===== src/rtl/lzc_norm_pipe_if.sv =====
// Valid/ready stream bundle for lzc_norm_pipe: mantissa and tag in; count, zero flag,
// normalised mantissa and tag out.
interface lzc_norm_pipe_if #(
    parameter int WIDTH = 32,
    parameter int TAG_W = 8
);
    localparam int CNT_W = $clog2(WIDTH) + 1;

    logic             in_valid;
    logic             in_ready;
    logic [WIDTH-1:0] in_data;
    logic [TAG_W-1:0] in_tag;
    logic             out_valid;
    logic             out_ready;
    logic [CNT_W-1:0] out_cnt;
    logic             out_zero;
    logic [WIDTH-1:0] out_data;
    logic [TAG_W-1:0] out_tag;

    modport master (
        output in_valid, in_data, in_tag, out_ready,
        input  in_ready, out_valid, out_cnt, out_zero, out_data, out_tag
    );

    modport slave (
        input  in_valid, in_data, in_tag, out_ready,
        output in_ready, out_valid, out_cnt, out_zero, out_data, out_tag
    );
endinterface


===== src/rtl/lzc_norm_pipe.sv =====
// Two-stage pipelined leading-zero counter / normaliser with valid/ready flow control.
// Define LZC_NORM_SHIFT_EN to left-normalise out_data; otherwise out_data = in_data.
module lzc_norm_pipe #(
    parameter int WIDTH = 32,
    parameter int TAG_W = 8
) (
    input  logic          clk,
    input  logic          rst,
    lzc_norm_pipe_if.slave bus
);
    localparam int NIB   = WIDTH / 4;
    localparam int SH_W  = $clog2(WIDTH);
    localparam int CNT_W = SH_W + 1;

    // {nonzero, c[1], c[0]} for one nibble, MSB first
    function automatic logic [2:0] lzc4(input logic [3:0] a);
        lzc4 = {|a, ~(a[3] | a[2]), ~a[3] & (a[2] | ~a[1])};
    endfunction

`ifdef LZC_NORM_SHIFT_EN
    function automatic logic [WIDTH-1:0] barrel_shl(input logic [WIDTH-1:0] d,
                                                    input logic [SH_W-1:0]  sh);
        logic [WIDTH-1:0] r;
        r = d;
        for (int k = 0; k < SH_W; k++)
            if (sh[k]) r = r << (1 << k);
        return r;
    endfunction
`endif

    logic                  r_vld_p1;
    logic [WIDTH-1:0]      r_data_p1;
    logic [TAG_W-1:0]      r_tag_p1;
    logic [NIB-1:0][1:0]   r_ncnt_p1;
    logic [NIB-1:0]        r_nv_p1;

    logic                  r_vld_p2;
    logic [CNT_W-1:0]      r_cnt_p2;
    logic                  r_zero_p2;
    logic [WIDTH-1:0]      r_data_p2;
    logic [TAG_W-1:0]      r_tag_p2;

    logic                  w_s1_en;
    logic                  w_s2_en;
    logic [NIB-1:0][1:0]   w_ncnt;
    logic [NIB-1:0]        w_nv;
    logic [CNT_W-1:0]      w_cnt;
    logic                  w_zero;
    logic [WIDTH-1:0]      w_data_s2;

    assign w_s2_en     = ~r_vld_p2 | bus.out_ready;
    assign w_s1_en     = ~r_vld_p1 | w_s2_en;
    assign bus.in_ready = w_s1_en;

    // Stage 0 -> S1: per-nibble count and nonzero flag (nibble 0 is the MSB nibble)
    always_comb begin
        w_ncnt = '0;
        w_nv   = '0;
        for (int g = 0; g < NIB; g++)
            {w_nv[g], w_ncnt[g]} = lzc4(bus.in_data[WIDTH-1-4*g -: 4]);
    end

    always_ff @(posedge clk or posedge rst) begin
        if (rst) begin
            r_vld_p1  <= 1'b0;
            r_data_p1 <= '0;
            r_tag_p1  <= '0;
            r_ncnt_p1 <= '0;
            r_nv_p1   <= '0;
        end else if (w_s1_en) begin
            r_vld_p1  <= bus.in_valid;
            r_data_p1 <= bus.in_data;
            r_tag_p1  <= bus.in_tag;
            r_ncnt_p1 <= w_ncnt;
            r_nv_p1   <= w_nv;
        end
    end

    // S1 -> S2: the last hit in a descending scan is the most-significant nonzero nibble
    always_comb begin
        w_cnt  = CNT_W'(WIDTH);
        w_zero = 1'b1;
        for (int g = NIB - 1; g >= 0; g--) begin
            if (r_nv_p1[g]) begin
                w_cnt  = CNT_W'(4 * g) + CNT_W'(r_ncnt_p1[g]);
                w_zero = 1'b0;
            end
        end
    end

`ifdef LZC_NORM_SHIFT_EN
    assign w_data_s2 = barrel_shl(r_data_p1, w_cnt[SH_W-1:0]);
`else
    assign w_data_s2 = r_data_p1;
`endif

    always_ff @(posedge clk or posedge rst) begin
        if (rst) begin
            r_vld_p2  <= 1'b0;
            r_cnt_p2  <= '0;
            r_zero_p2 <= 1'b0;
            r_data_p2 <= '0;
            r_tag_p2  <= '0;
        end else if (w_s2_en) begin
            r_vld_p2  <= r_vld_p1;
            r_cnt_p2  <= w_cnt;
            r_zero_p2 <= w_zero;
            r_data_p2 <= w_data_s2;
            r_tag_p2  <= r_tag_p1;
        end
    end

    // Stale contents of an empty output stage must never be visible
    assign bus.out_valid = r_vld_p2;
    assign bus.out_cnt   = r_vld_p2 ? r_cnt_p2  : '0;
    assign bus.out_zero  = r_vld_p2 ? r_zero_p2 : 1'b0;
    assign bus.out_data  = r_vld_p2 ? r_data_p2 : '0;
    assign bus.out_tag   = r_vld_p2 ? r_tag_p2  : '0;
endmodule


===== src/flat_wrapper.sv =====
// flat-port wrapper written by rule: the top's interface ports become plain ports
module lzc_norm_pipe_flat 
#(
    parameter int WIDTH = 32,
    parameter int TAG_W = 8
)
  (clk, rst, bus_in_valid, bus_in_data, bus_in_tag, bus_out_ready, bus_in_ready, bus_out_valid, bus_out_cnt, bus_out_zero, bus_out_data, bus_out_tag);
  lzc_norm_pipe_if #(.WIDTH(WIDTH), .TAG_W(TAG_W)) bus_i ();
  input  logic clk;
  input  logic rst;
  input wire logic [$bits(bus_i.in_valid)-1:0] bus_in_valid;
  input wire logic [$bits(bus_i.in_data)-1:0] bus_in_data;
  input wire logic [$bits(bus_i.in_tag)-1:0] bus_in_tag;
  input wire logic [$bits(bus_i.out_ready)-1:0] bus_out_ready;
  output wire logic [$bits(bus_i.in_ready)-1:0] bus_in_ready;
  output wire logic [$bits(bus_i.out_valid)-1:0] bus_out_valid;
  output wire logic [$bits(bus_i.out_cnt)-1:0] bus_out_cnt;
  output wire logic [$bits(bus_i.out_zero)-1:0] bus_out_zero;
  output wire logic [$bits(bus_i.out_data)-1:0] bus_out_data;
  output wire logic [$bits(bus_i.out_tag)-1:0] bus_out_tag;
  assign bus_i.in_valid = bus_in_valid;
  assign bus_i.in_data = bus_in_data;
  assign bus_i.in_tag = bus_in_tag;
  assign bus_i.out_ready = bus_out_ready;
  assign bus_in_ready = bus_i.in_ready;
  assign bus_out_valid = bus_i.out_valid;
  assign bus_out_cnt = bus_i.out_cnt;
  assign bus_out_zero = bus_i.out_zero;
  assign bus_out_data = bus_i.out_data;
  assign bus_out_tag = bus_i.out_tag;
  lzc_norm_pipe #(.WIDTH(WIDTH), .TAG_W(TAG_W)) u_core (.clk(clk), .rst(rst), .bus(bus_i));
endmodule

===== config.mk =====
export PLATFORM = sky130hd
export DESIGN_NAME = lzc_norm_pipe_flat
export DESIGN_NICKNAME = d
export VERILOG_FILES = /design/src/rtl/lzc_norm_pipe_if.sv /design/src/rtl/lzc_norm_pipe.sv /design/src/flat_wrapper.sv
export SDC_FILE = /design/constraint.sdc
export NUM_CORES = 1
export LEC_CHECK = 0
export ABC_AREA = 0
export BUFFER_PORTS_ARGS = -buffer_cell sky130_fd_sc_hd__buf_2
export CORE_UTILIZATION = 45
export DETAILED_ROUTE_END_ITERATION = 16
export PLACE_DENSITY = 0.69
export SETUP_SLACK_MARGIN = 0.5
export SLEW_MARGIN = 30
export SYNTH_ARGS = -nofsm -noshare
export SYNTH_HDL_FRONTEND = slang
export SYNTH_SLANG_ARGS = --single-unit

===== constraint.sdc =====
create_clock -name clk -period 3.91 [get_ports clk]
set_input_delay 0 -clock clk [delete_from_list [all_inputs] [get_ports clk]]
set_output_delay 0 -clock clk [all_outputs]
set_load 0.01 [all_outputs]

==> flow_summary_export.csv <==
group,metric,value,unit
setup_path,worstSetupPathType,"flop to flop",
setup_path,reg2reg_to,"u_core.r_ncnt_p1[15]",
layout,area_delta_synth_final,24.9,%
floorplan,die_height,106,um
setup_path,start_kind,"flop",
layout,final_util,58.3,%
hold_path,hold_depth,5,
logic_synthesis,synth_fp_nets,594,
sta,maxSlewViolCount,0,
global_route,first_global_vias,3628,
clock_tree,cts_resized,0,
setup_path,required,4210,ps
hold_path,hold_path_startpoint,"bus_out_ready",
sta,fmax,0.395,GHz
flow_run,cap_viol_max_count,0,
clock_tree,clockBufferDepth,2,
power_and_ir_drop,power_density,424,nW/um^2
clock_tree,clk_pin_slew,120,ps
place,dp.final_hpwl,6.47,mm
floorplan,die-area,11200,um^2
drt,dr.pass1.iters,4,
drt,antenna_left,0,
sta,period_share,64.7,%
sta,min_period,2530,ps
sta,fin_ws,1380,ps
clock_tree,cts_setup_buffers,0,
layout,finalNetCount,720,
sta,skew,14.0,ps
global_route,grt_antenna_before_repair,0,
place,dp_slack,1870,ps
global_route,gr-total-overflow,0,
sta,rsz0062_at_grt,"no",
clock_tree,clk_root_buffer_cell,"clkbuf_8",
sta,hold_viol,0,
logic_synthesis,synth_area_per_cell,8.80,um^2
logic_synthesis,synth_warnings,0,
drt,viasPerCell,4.78,
power_and_ir_drop,power_leakage,3.13,nW
outcome,status,"finished clean",
layout,n_fill_cell,953,
layout,layout-drive-gt1-share,17.2,%
drt,drc_errors,0,
drt,vias,3909,
sta,setup_viol,0,
clock_tree,worstSkewPairLatency,370,ps
setup_path,cp.arrival,2830,ps
drt,dr.first_iter.drc_count,195,
setup_path,ff2ff_setup_slack,1380,ps
hold_path,hold-path-endpoint,"u_core.r_tag_p2[6]",
setup_path,end_kind,"flop",
global_route,track_usage,19.3,%
floorplan,initial_utilization,46.7,%
drt,avgRoutedWirePerCell,12.6,um
logic_synthesis,netlist_area,4840,um^2
place,place_congestion,0.798,
logic_synthesis,synth_cells,550,
global_route,grt_pass1_wl,17.1,mm
clock_tree,hold_buffers,51,
floorplan,die_w,106,um
sta,tightest_slew,943,ps
global_route,grt_max_degree,81,
logic_synthesis,yosysSeqAreaShare,57.9,%
floorplan,rows,37,
clock_tree,cts.sinks,112,
clock_tree,cts_tree,"done",
setup_path,timing.rr.start,"u_core.bus.out_valid",
clock_tree,cts_buffers,9,
sta,slew_headroom,37.1,%
clock_tree,htreeDepth,3,
layout,diodes,0,
drt,routed_wl,10.3,mm
sta,fin_tns_setup,0,ps
logic_synthesis,synthDistinctLibCells,27,
logic_synthesis,ys_seq_elements,112,
setup_path,rr_worst_depth,6,
place,io_buffers,92,
setup_path,crit_fanout,73,
power_and_ir_drop,irDropWorstVdd,0.000235,V
hold_path,hp-class,"input port to flop",
floorplan,io_pins,93,
floorplan,core_area,10400,um^2
-- layout by cell type (no fill, tap or decap), drive strengths merged, types with 8 or more instances in the layout --
master / synthesis / final
dfrtp: 112 / 112
inv: 6 / 8
o21ai: 9 / 9
buf: 23 / 96
nor2: 14 / 14
nor2b: 9 / 9
a21oi: 18 / 18
nand2: 263 / 263
dlygate4sd3: 0 / 51
clkbuf: 9 / 9
nor4: 9 / 9
o31ai: 16 / 16
and2: 47 / 47
-- metal layers --
| metal | vias up | global-route usage [%] | wire (um) |
|---|---|---|---|
| met2 | 86 | 32.5 | 4980 |
| li1 | 1976 | - | - |
| met1 | 1838 | 25.9 | 4800 |
| met4 | 0 | 5.65 | 103 |
| met5 | - | 0 | 0 |
| met3 | 9 | 2.66 | 445 |
-- critical path: stages, from the launching register on --
cell	delay (ps)
dfrtp_1	650
nor2b_4	240
and2_4	150
buf_4	550
nand2_1	130
o31ai_1	100
dlygate4sd3_1	590
-- state kept, by name (all words and copies together) (netlist names) --
name                  count
u_core.r_data_p1         32
u_core.r_cnt_p2           5
u_core.r_tag_p1           8
u_core.r_zero_p2          1
u_core.r_ncnt_p1         16
u_core.bus.out_valid      1
u_core.r_vld_p1           1
u_core.r_tag_p2           8
u_core.r_nv_p1            8
u_core.r_data_p2         32
-- final cells by class --
class,instances,area (um^2),area share [%]
sequential,112,2800,46.4
multi-input combinational,400,1820,30.1
timing repair buffer,147,1000,16.6
tap,136,170,2.82
clock buffer,9,124,2.05
clock inverter,7,103,1.70
inverter,6,27.5,0.455
-- where the power goes --
part / leakage, nW / switching, W / internal, W
Clock: 0.116 / 0.000404 / 0.000369
Combinational: 1.67 / 0.000246 / 0.000196
Sequential: 1.34 / 0.0000671 / 0.00128
-- cells in the mapped netlist --
cell,instances,area share [%]
inv_2,1,0.077
a21oi_1,18,1.9
nor2b_4,1,0.28
dfrtp_1,112,58
clkbuf_1,9,0.70
o21ai_0,9,0.93
nor2_1,14,1.1
buf_6,6,1.4
inv_1,5,0.39
nand2_1,263,20
nor3b_1,1,0.16
o311ai_0,1,0.18
nor4_1,9,1.2
a22o_1,1,0.18
nor2b_1,8,1.0
buf_4,7,1.1
nand2b_1,4,0.52
a31oi_1,2,0.26
buf_1,2,0.16
o31ai_1,16,2.5
a21o_1,1,0.16
nand3_1,1,0.10
and2_4,1,0.18
o211ai_1,2,0.31
buf_2,8,0.83
and2_1,46,5.9
and3_1,2,0.26
-- stage by stage --
stage          power [W]  instance area [um^2]  instances  hold slack, ps
3_5_place_dp     0.00178                  5310        750             202
5_1_grt          0.00270                  6040        817             286
6_report         0.00257                  6040        817             259
2_1_floorplan    0.00164                  4840        550            95.1
4_1_cts          0.00258                  6040        817             252
3_3_place_gp     0.00176                  5310        750             200
-- cells by family after synthesis --
kind of cell / Yosys count / share of synthesized area [%]
compound gates: 50 / 6.36
buf+inv: 38 / 4.63
flops: 112 / 57.9
simple gates: 350 / 31.1
-- how the worst max path moves through the flow --
stage,to,depth (start not counted),start
CTS,u_core.r_ncnt_p1[15],6,u_core.bus.out_valid
floorplan,u_core.bus.out_valid,1,rst
finish,u_core.r_ncnt_p1[15],6,u_core.bus.out_valid
global route,u_core.r_ncnt_p1[15],6,u_core.bus.out_valid
detailed placement,u_core.r_cnt_p2[1],4,u_core.bus.out_valid
global placement,u_core.r_cnt_p2[1],4,u_core.bus.out_valid
(Power assumes the default switching activity.)
